### config.mk
export PLATFORM = sky130hd
export DESIGN_NAME = upsample_line2x
export DESIGN_NICKNAME = d
export VERILOG_FILES = /design/src/rtl/upsample_line2x_pkg.sv /design/src/rtl/upsample_linebuf.sv /design/src/rtl/upsample_line2x.sv
export SDC_FILE = /design/constraint.sdc
export NUM_CORES = 1
export LEC_CHECK = 0
export CAP_MARGIN = 0
export CELL_PAD_IN_SITES_DETAIL_PLACEMENT = 1
export CELL_PAD_IN_SITES_GLOBAL_PLACEMENT = 1
export CORE_MARGIN = 2
export CORE_UTILIZATION = 51
export DETAILED_ROUTE_END_ITERATION = 8
export PLACE_DENSITY_LB_ADDON = 0.05
export SLEW_MARGIN = 20
export SYNTH_ARGS = -nofsm -noshare
export SYNTH_HDL_FRONTEND = slang
export SYNTH_SLANG_ARGS = --single-unit
### constraint.sdc
create_clock -name clk -period 3.3 [get_ports clk]
set_input_delay 0.825 -clock clk [delete_from_list [all_inputs] [get_ports clk]]
set_output_delay 0.825 -clock clk [all_outputs]
set_load 0.1 [all_outputs]
### src/rtl/upsample_line2x_pkg.sv
// Shared types and helpers for the 2x nearest-neighbour line upsampler.
package upsample_line2x_pkg;

  typedef enum logic {
    S_FILL   = 1'b0,
    S_REPLAY = 1'b1
  } state_t;

  // Index width for an n-entry line, never narrower than one bit.
  function automatic int idx_w(input int n);
    return (n > 1) ? $clog2(n) : 1;
  endfunction

endpackage

### src/rtl/upsample_linebuf.sv
// One-line pixel store: W x M registers, single write port, asynchronous read.
module upsample_linebuf #(
  parameter int M  = 16,
  parameter int W  = 16,
  parameter int AW = 4
) (
  input  logic          clk,
  input  logic          we,
  input  logic [AW-1:0] waddr,
  input  logic [M-1:0]  wdata,
  input  logic [AW-1:0] raddr,
  output logic [M-1:0]  rdata
);

  logic [M-1:0] mem [W];

  for (genvar i = 0; i < W; i++) begin : g_ent
    always_ff @(posedge clk) begin
      if (we && waddr == AW'(i)) mem[i] <= wdata;
    end
  end

  always_comb begin
    rdata = '0;
    for (int i = 0; i < W; i++) begin
      if (raddr == AW'(i)) rdata = mem[i];
    end
  end

endmodule

### src/rtl/upsample_line2x.sv
// 2x nearest-neighbour upsampler: each pixel emitted twice, each line replayed once.
module upsample_line2x
  import upsample_line2x_pkg::*;
#(
  parameter int M = 16,
  parameter int W = 16
) (
  input  logic         clk,
  input  logic         Rst_n,
  input  logic [M-1:0] din,
  input  logic         valid_in,
  output logic         ready_out,
  output logic [M-1:0] dout,
  output logic         valid_out,
  input  logic         ready_in,
  output logic         eol_out
);

  localparam int            AW   = idx_w(W);
  localparam logic [AW-1:0] LAST = AW'(W - 1);

  state_t         state, state_nx;
  logic           run, hold_vld, rep, last_q;
  logic [AW-1:0]  col, rcol;
  logic [M-1:0]   buf_rd;
  logic           drain, drain2, line_done, accept, load_buf;

  upsample_linebuf #(.M(M), .W(W), .AW(AW)) u_buf (
    .clk   (clk),
    .we    (accept),
    .waddr (col),
    .wdata (din),
    .raddr (rcol),
    .rdata (buf_rd)
  );

  always_ff @(posedge clk or negedge Rst_n) begin
    if (!Rst_n) state <= S_FILL;
    else        state <= state_nx;
  end

  always_comb begin
    drain     = hold_vld & ready_in;
    drain2    = drain & rep;
    line_done = drain2 & last_q;
    ready_out = 1'b0;
    load_buf  = 1'b0;
    state_nx  = state;
    case (state)
      S_FILL: begin
        // Once the last pixel of a line is held, stop accepting until replay ends.
        ready_out = run & (!hold_vld | (rep & ready_in)) & !(hold_vld & last_q);
        if (line_done) state_nx = S_REPLAY;
      end
      S_REPLAY: begin
        if (line_done) begin
          state_nx  = S_FILL;
          ready_out = run;
        end else begin
          load_buf = !hold_vld | drain2;
        end
      end
      default: ;
    endcase
    accept = valid_in & ready_out;
  end

  always_ff @(posedge clk or negedge Rst_n) begin
    if (!Rst_n) begin
      run      <= 1'b0;
      hold_vld <= 1'b0;
      rep      <= 1'b0;
      last_q   <= 1'b0;
      dout     <= '0;
      col      <= '0;
      rcol     <= '0;
    end else begin
      run <= 1'b1;
      if (accept) begin
        dout     <= din;
        hold_vld <= 1'b1;
        rep      <= 1'b0;
        last_q   <= (col == LAST);
        col      <= (col == LAST) ? '0 : col + 1'b1;
      end else if (load_buf) begin
        dout     <= buf_rd;
        hold_vld <= 1'b1;
        rep      <= 1'b0;
        last_q   <= (rcol == LAST);
        rcol     <= (rcol == LAST) ? '0 : rcol + 1'b1;
      end else if (drain) begin
        if (rep) hold_vld <= 1'b0;
        else     rep      <= 1'b1;
      end
      if (state == S_FILL && line_done) begin
        rcol <= '0;
        col  <= '0;
      end
    end
  end

  assign valid_out = hold_vld;
  assign eol_out   = hold_vld & rep & last_q;

endmodule
-- After elaboration in Yosys (flattened, before gate mapping)
Memory sizes are Yosys's and may differ from the RTL's.
Index checks and enable logic that the tools add are counted.
- bits in registers: 29
- RAM bits: 256
- output and inout bits: 19
- memories: 1
- $add $sub $neg: 2
- eq/ne operators: 31
- mux-type cells: 118
- bitwise gates (word level): 13
- reductions and logical operators: 43
- memories (name ; depth ; bits a word ; read ports ; clocked after memory_dff ; write ports ; line ; source):
    u_buf.mem ; 16 ; 16 ; 16 ; 0 ; 1 ; upsample_linebuf.sv:15 ; logic [M-1:0] mem [W];
- operator list (operator ; number):
    2-to-1 mux 16 bit ; 33
    OR reduction 16 bit ; 15
    2-to-1 mux 4 bit ; 22
    equality test 4 bit, second input constant ; 16
    2-to-1 mux 1 bit ; 61
    equality test 4 x 3 -> 1 bit, second input constant ; 8
    logical AND 1 bit ; 17
    equality test 4 x 2 -> 1 bit, second input constant ; 4
    AND 1 bit ; 10
    adder 4 x 1 -> 4 bit, second input constant ; 2
    equality test 4 x 1 -> 1 bit, second input constant ; 2
    zero test 4 bit ; 2
    nonzero test 2 bit ; 3
    nonzero test 3 bit ; 2
    case mux 1 bit (2 select lines) ; 2
    AND reduction 2 bit ; 2
    zero test 1 bit ; 2
    != test 2 bit, second input constant ; 1
    bitwise OR 1 bit ; 2
    NOT 1 bit ; 1

-- Logic depth before layout (Yosys ltp)
- word-level depth: 25
- depth in mapped cells: 10
- mapped depth without buffers: 7

-- Modules after synthesis
Synthesis repeated with hierarchy kept, for this count alone.
- cell total of the unflattened synthesis: 799
- area total of the unflattened synthesis: 11966.5 um^2
- modules (own cells, without submodules) (module ; instances ; cells an instance ; area each (um^2) ; sequential area each (um^2)):
    upsample_linebuf ; 1 ; 674 ; 10518.8 ; 7687.4
    upsample_line2x ; 1 ; 125 ; 1447.6 ; 725.7

-- Worst setup path before layout
Ideal clock, no wire load.
- path kind: reg-to-reg
- start point: register hold_vld (netlist: valid_out)
- end point: memory u_buf.mem[0][0], enable pin
- arrival: 3.180 ns
- setup slack: -0.289 ns
- cell stages (with the launch flop): 7
- buffers on the path: 2
- period minus slack after synthesis: 3.589 ns
- path through: dfrtp_1 -> and3_2 -> o2111a_1 -> buf_2 -> buf_2 -> nand2_1 -> nor3_1
- word-level cells in the longest chain between the ends: 25
- elaborated cells on any way between the ends: 105
- classes of those cells: mux: 64; bitwise: 8; reduce/logical: 33
- RTL lines (item ; line ; source):
    start, declared ; upsample_line2x.sv:23 ; logic run, hold_vld, rep, last_q;
    start signal, assigned ; upsample_line2x.sv:71 ; hold_vld <= 1'b0;
    start signal, assigned ; upsample_line2x.sv:81 ; hold_vld <= 1'b1;
    start signal, assigned ; upsample_line2x.sv:87 ; hold_vld <= 1'b1;
    AND 1 bit or zero test 1 bit (tied branches) ; upsample_line2x.sv:43, upsample_line2x.sv:52 ;
    AND 1 bit or bitwise OR 1 bit (tied branches) ; upsample_line2x.sv:44, upsample_line2x.sv:52 ;
    AND 1 bit, on equally long branches ; upsample_line2x.sv:45, upsample_line2x.sv:52 ;
    2-to-1 mux 1 bit or AND 1 bit (tied branches) ; upsample_line2x.sv:56, upsample_line2x.sv:52 ;
    case mux 1 bit (2 select lines) (*) ; upsample_line2x.sv:49 ; case (state)
    AND 1 bit (*) ; upsample_line2x.sv:65 ; accept = valid_in & ready_out;
    logical AND 1 bit ; upsample_linebuf.sv:19 ; if (we && waddr == AW'(i)) mem[i] <= wdata;
    2-to-1 mux 1 bit ; upsample_linebuf.sv:19 ;
    2-to-1 mux 1 bit (implied by the code) ; upsample_linebuf.sv:19 ;
    OR reduction 16 bit (no source line) ; -- ;
    2-to-1 mux 4 bit (no source line) or 2-to-1 mux 1 bit (tied branches) (15 in series) ; -- ;
    end, declared ; upsample_linebuf.sv:15 ;
Every way passes the cells marked *; elsewhere a longest branch is shown, timed or not.

-- Worst setup path after layout
- start point: register rcol[1]
- end point: register dout[7]
- word-level cells in the longest chain between the ends: 19
- elaborated cells on any way between the ends: 34
- classes of those cells: eq/ne: 15; mux: 18; reduce/logical: 1
- RTL lines (item ; line ; source):
    start, declared ; upsample_line2x.sv:24 ; logic [AW-1:0] col, rcol;
    start signal, assigned ; upsample_line2x.sv:90 ; rcol <= (rcol == LAST) ? '0 : rcol + 1'b1;
    zero test 4 bit ; upsample_linebuf.sv:26 ; if (raddr == AW'(i)) rdata = mem[i];
    2-to-1 mux 16 bit (15 in series) ; upsample_linebuf.sv:26 ;
    2-to-1 mux 16 bit (*) ; upsample_linebuf.sv:26 ;
    2-to-1 mux 16 bit (*) ; upsample_line2x.sv:85 ; end else if (load_buf) begin
    2-to-1 mux 16 bit (*) ; upsample_line2x.sv:79 ; if (accept) begin
    end signal, assigned ; upsample_line2x.sv:80 ; dout <= din;
    end signal, assigned ; upsample_line2x.sv:86 ; dout <= buf_rd;
    end, declared ; upsample_line2x.sv:13 ; output logic [M-1:0] dout,
Every way passes the cells marked *; elsewhere a longest branch is shown, timed or not. The select of a mux whose other input is x is not followed.
A chain may end at the register's enable or synchronous reset.

==> qor.yml <==
worst_setup_path:
  r2r_end: "dout[7]"
  reg2reg_depth: 8
  cp-start-kind: "flop"
  crit_start: "rcol[1]"
  cp_data_required_time_ns: 3.79
  r2r_start: "rcol[1]"
  crit_type: "flop to flop"
  crit_path_max_fanout: 35
  crit_end: "dout[7]"
  worstPathArrival_ns: 3.35
  cp-end-kind: "flop"
  r2r_setup_slack_ns: 0.44
floorplan:
  die_w_um: 157
  core_um2: 23300
  rows: 56
  initial_core_util_pct: 51.6
  die_h_um: 157
  die_area_um2: 24800
  design.portCount: 39
sta:
  max_slew_margin_pct: 38.3
  fin_setup_tns_ns: 0
  hold_viol: 0
  period_needed_ns: 2.86
  rsz0062_at_grt: "false"
  min_period_over_period_pct: 86.8
  achievable-frequency_mhz: 349
  final.setup_skew_ns: 0.0120
  drv_slew: 0
  setup_viol: 0
  tightest_slew_ns: 0.922
layout:
  layout_common_cells: "256 x edfxtp_1, 79 x buf_4, 52 x a21oi_1"
  area_growth_pct: 16.3
  n_fill_cell: 2227
  drive_gt1_share_pct: 15.6
  final_common_cell: "edfxtp_1"
  fin_nets: 947
  finish.utilization_pct: 60.0
  num_antenna_cells: 0
  final_cells: 1261
clock_network:
  cts_tree: "built"
  htree_levels: 1
  clockBufferDepth: 3
  cts_buffers: 30
  cts_sinks: 285
  cts_resized: 0
  cts_setup_buffers: 0
  clk_latency_ns: 0.55
  clockRootBuffer: "clkbuf_16"
  clkTransAtPathRegs_ns: 0.06
  cts_hold_buf: 0
route:
  drt-wirelength-per-cell_um: 27.7
  drt-total-wl_mm: 34.9
  drc: 0
  vias: 7977
  drtAntennaViolNets: 0
  vias_per_cell: 6.33
  drtPass1Iterations: 5
  drt-initial-drc-count: 732
power_and_ir_drop:
  pwr-share-clk_pct: 28.5
  power.density_nw_per_um2: 869
  internal_power_mw: 7.59
  p_leak_nw: 4.81
  power_switching_mw: 4.55
  p_sw_share_pct: 37.5
  seqPwrFrac_pct: 35.6
  p_comb_share_pct: 35.9
  vdd.ir_drop.worst_mv: 0.544
yosys:
  synth_edf_count: 256
  syn-num-nets: 881
  synth.ff_latch_count: 285
  synthCells: 852
  avgSynthCellArea_um2: 14.1
  netlist_area_um2: 12000
  synthArstFlopShare_pct: 10.2
  ys_seq_area_share_pct: 70.0
  ys_types: 54
  yosysWarnings: 0
  synthFlopType: "edfxtp_1"
placed_design:
  gp_congestion: 0.872
  io_buffers: 38
  hpwlAfterDp_mm: 24.1
  place_inst: 1205
global_route:
  grt_pass1_wl_mm: 52.2
  track_usage_pct: 28.8
  grt_max_degree: 39
  grt_pass1_vias: 8256
  grt_overflow_total: 0
  antenna_found_initial: 0
min_path:
  holdPathStages: 1
  min-delay-start: "dout[11]"
  hold_class: "flop to flop"
status:
  status: "completed"
flow_run:
  maxCapViolCount: 0
==> worst max-delay path, stage by stage (launching register included) <==
cell	delay, ns
dfrtp_1	0.44
inv_1	0.12
ha_2	0.71
buf_4	0.34
a21oi_1	0.11
a221oi_1	0.40
o221ai_1	0.27
nand4_1	0.19
a32o_1	0.17
==> sequential cells by signal, indices dropped and copies added (netlist names) <==
signal	flops
rep	1
state	1
rcol	4
run	1
col	4
last_q	1
u_buf.mem	256
dout	16
valid_out	1
==> power by group through the flow <==
| stage | clock [mW] | combinational, mW | sequential [mW] |
|---|---|---|---|
| after floorplan | 0 | 2.41 | 4.89 |
| after global placement | 0 | 4.13 | 4.37 |
| after detailed placement | 0 | 4.32 | 4.39 |
| after CTS | 3.51 | 4.34 | 4.31 |
| after global routing | 3.63 | 4.66 | 4.34 |
| final | 3.46 | 4.36 | 4.32 |
==> how the worst min path moves through the flow <==
stage / endpoint
after floorplan: col[0]
after detailed placement: dout[11]
after global placement: dout[11]
after CTS: dout[11]
after global routing: dout[3]
final: dout[11]
==> routing by layer <==
metal	vias up	GRT usage [%]	wire, um
met4	0	6.93	699
li1	3467	-	-
met3	55	4.27	2220
met5	-	0	0
met1	4135	40.3	14800
met2	320	48.2	17200
==> synth_stat cells, types with 2 or more instances <==
library cell,instances,area share (%)
edfxtp_1,256,64
a21oi_1,52,2.2
inv_1,46,1.4
nand2_1,46,1.4
o21ai_0,40,1.7
clkbuf_1,33,1.0
dfrtp_1,29,6.0
a22oi_1,28,1.7
nor2_1,26,0.81
nor3b_1,23,1.4
o2bb2ai_1,22,1.6
buf_2,21,0.87
nand4_1,17,0.89
a221oi_1,16,1.2
a2bb2oi_1,16,1.2
nand3b_1,16,1.0
o221ai_1,16,1.2
and3b_1,12,0.87
nor2b_1,12,0.62
a211o_1,11,0.80
a41oi_1,11,0.80
o22a_1,11,0.80
a22o_1,10,0.73
ha_1,9,0.94
nand2b_1,6,0.31
nand3_1,6,0.25
a221oi_2,5,0.62
a32o_1,5,0.42
buf_1,5,0.16
nor3_1,5,0.21
o21a_1,5,0.31
o22ai_1,5,0.26
buf_6,4,0.37
buf_4,3,0.19
and2_1,2,0.10
and3_2,2,0.12
nand4b_1,2,0.15
nor2_2,2,0.10
==> metrics by stage <==
step                      cell area, um^2  hold slack (ns)  total power, mW  worst slack, ns
final                               14000            0.499             12.1            0.435
after global routing                14000            0.516             12.6            0.247
after CTS                           14000            0.504             12.2            0.430
after detailed placement            13000            0.491             8.70            0.340
after global placement              13000            0.476             8.50            0.389
after floorplan                     12000            0.529             7.30            0.138
==> cell families after synthesis <==
family	count (synthesis)	share of synthesized area, %
compound gates	261	16.1
xor+xnor	2	0.146
fa+ha+maj	9	0.937
buf+inv	112	4.06
flops	285	70.0
other cells	1	0.0312
simple gates	182	8.72
==> cell type report <==
class                      count  area, um^2  area share [%]
sequential                   285        8410            60.2
timing repair buffer         100         823            5.90
inverter                      46         173            1.24
tap                          319         399            2.86
multi-input combinational    455        3140            22.5
clock inverter                20         220            1.58
clock buffer                  36         795            5.69
No activity file was read; power rests on OpenSTA's default activity.
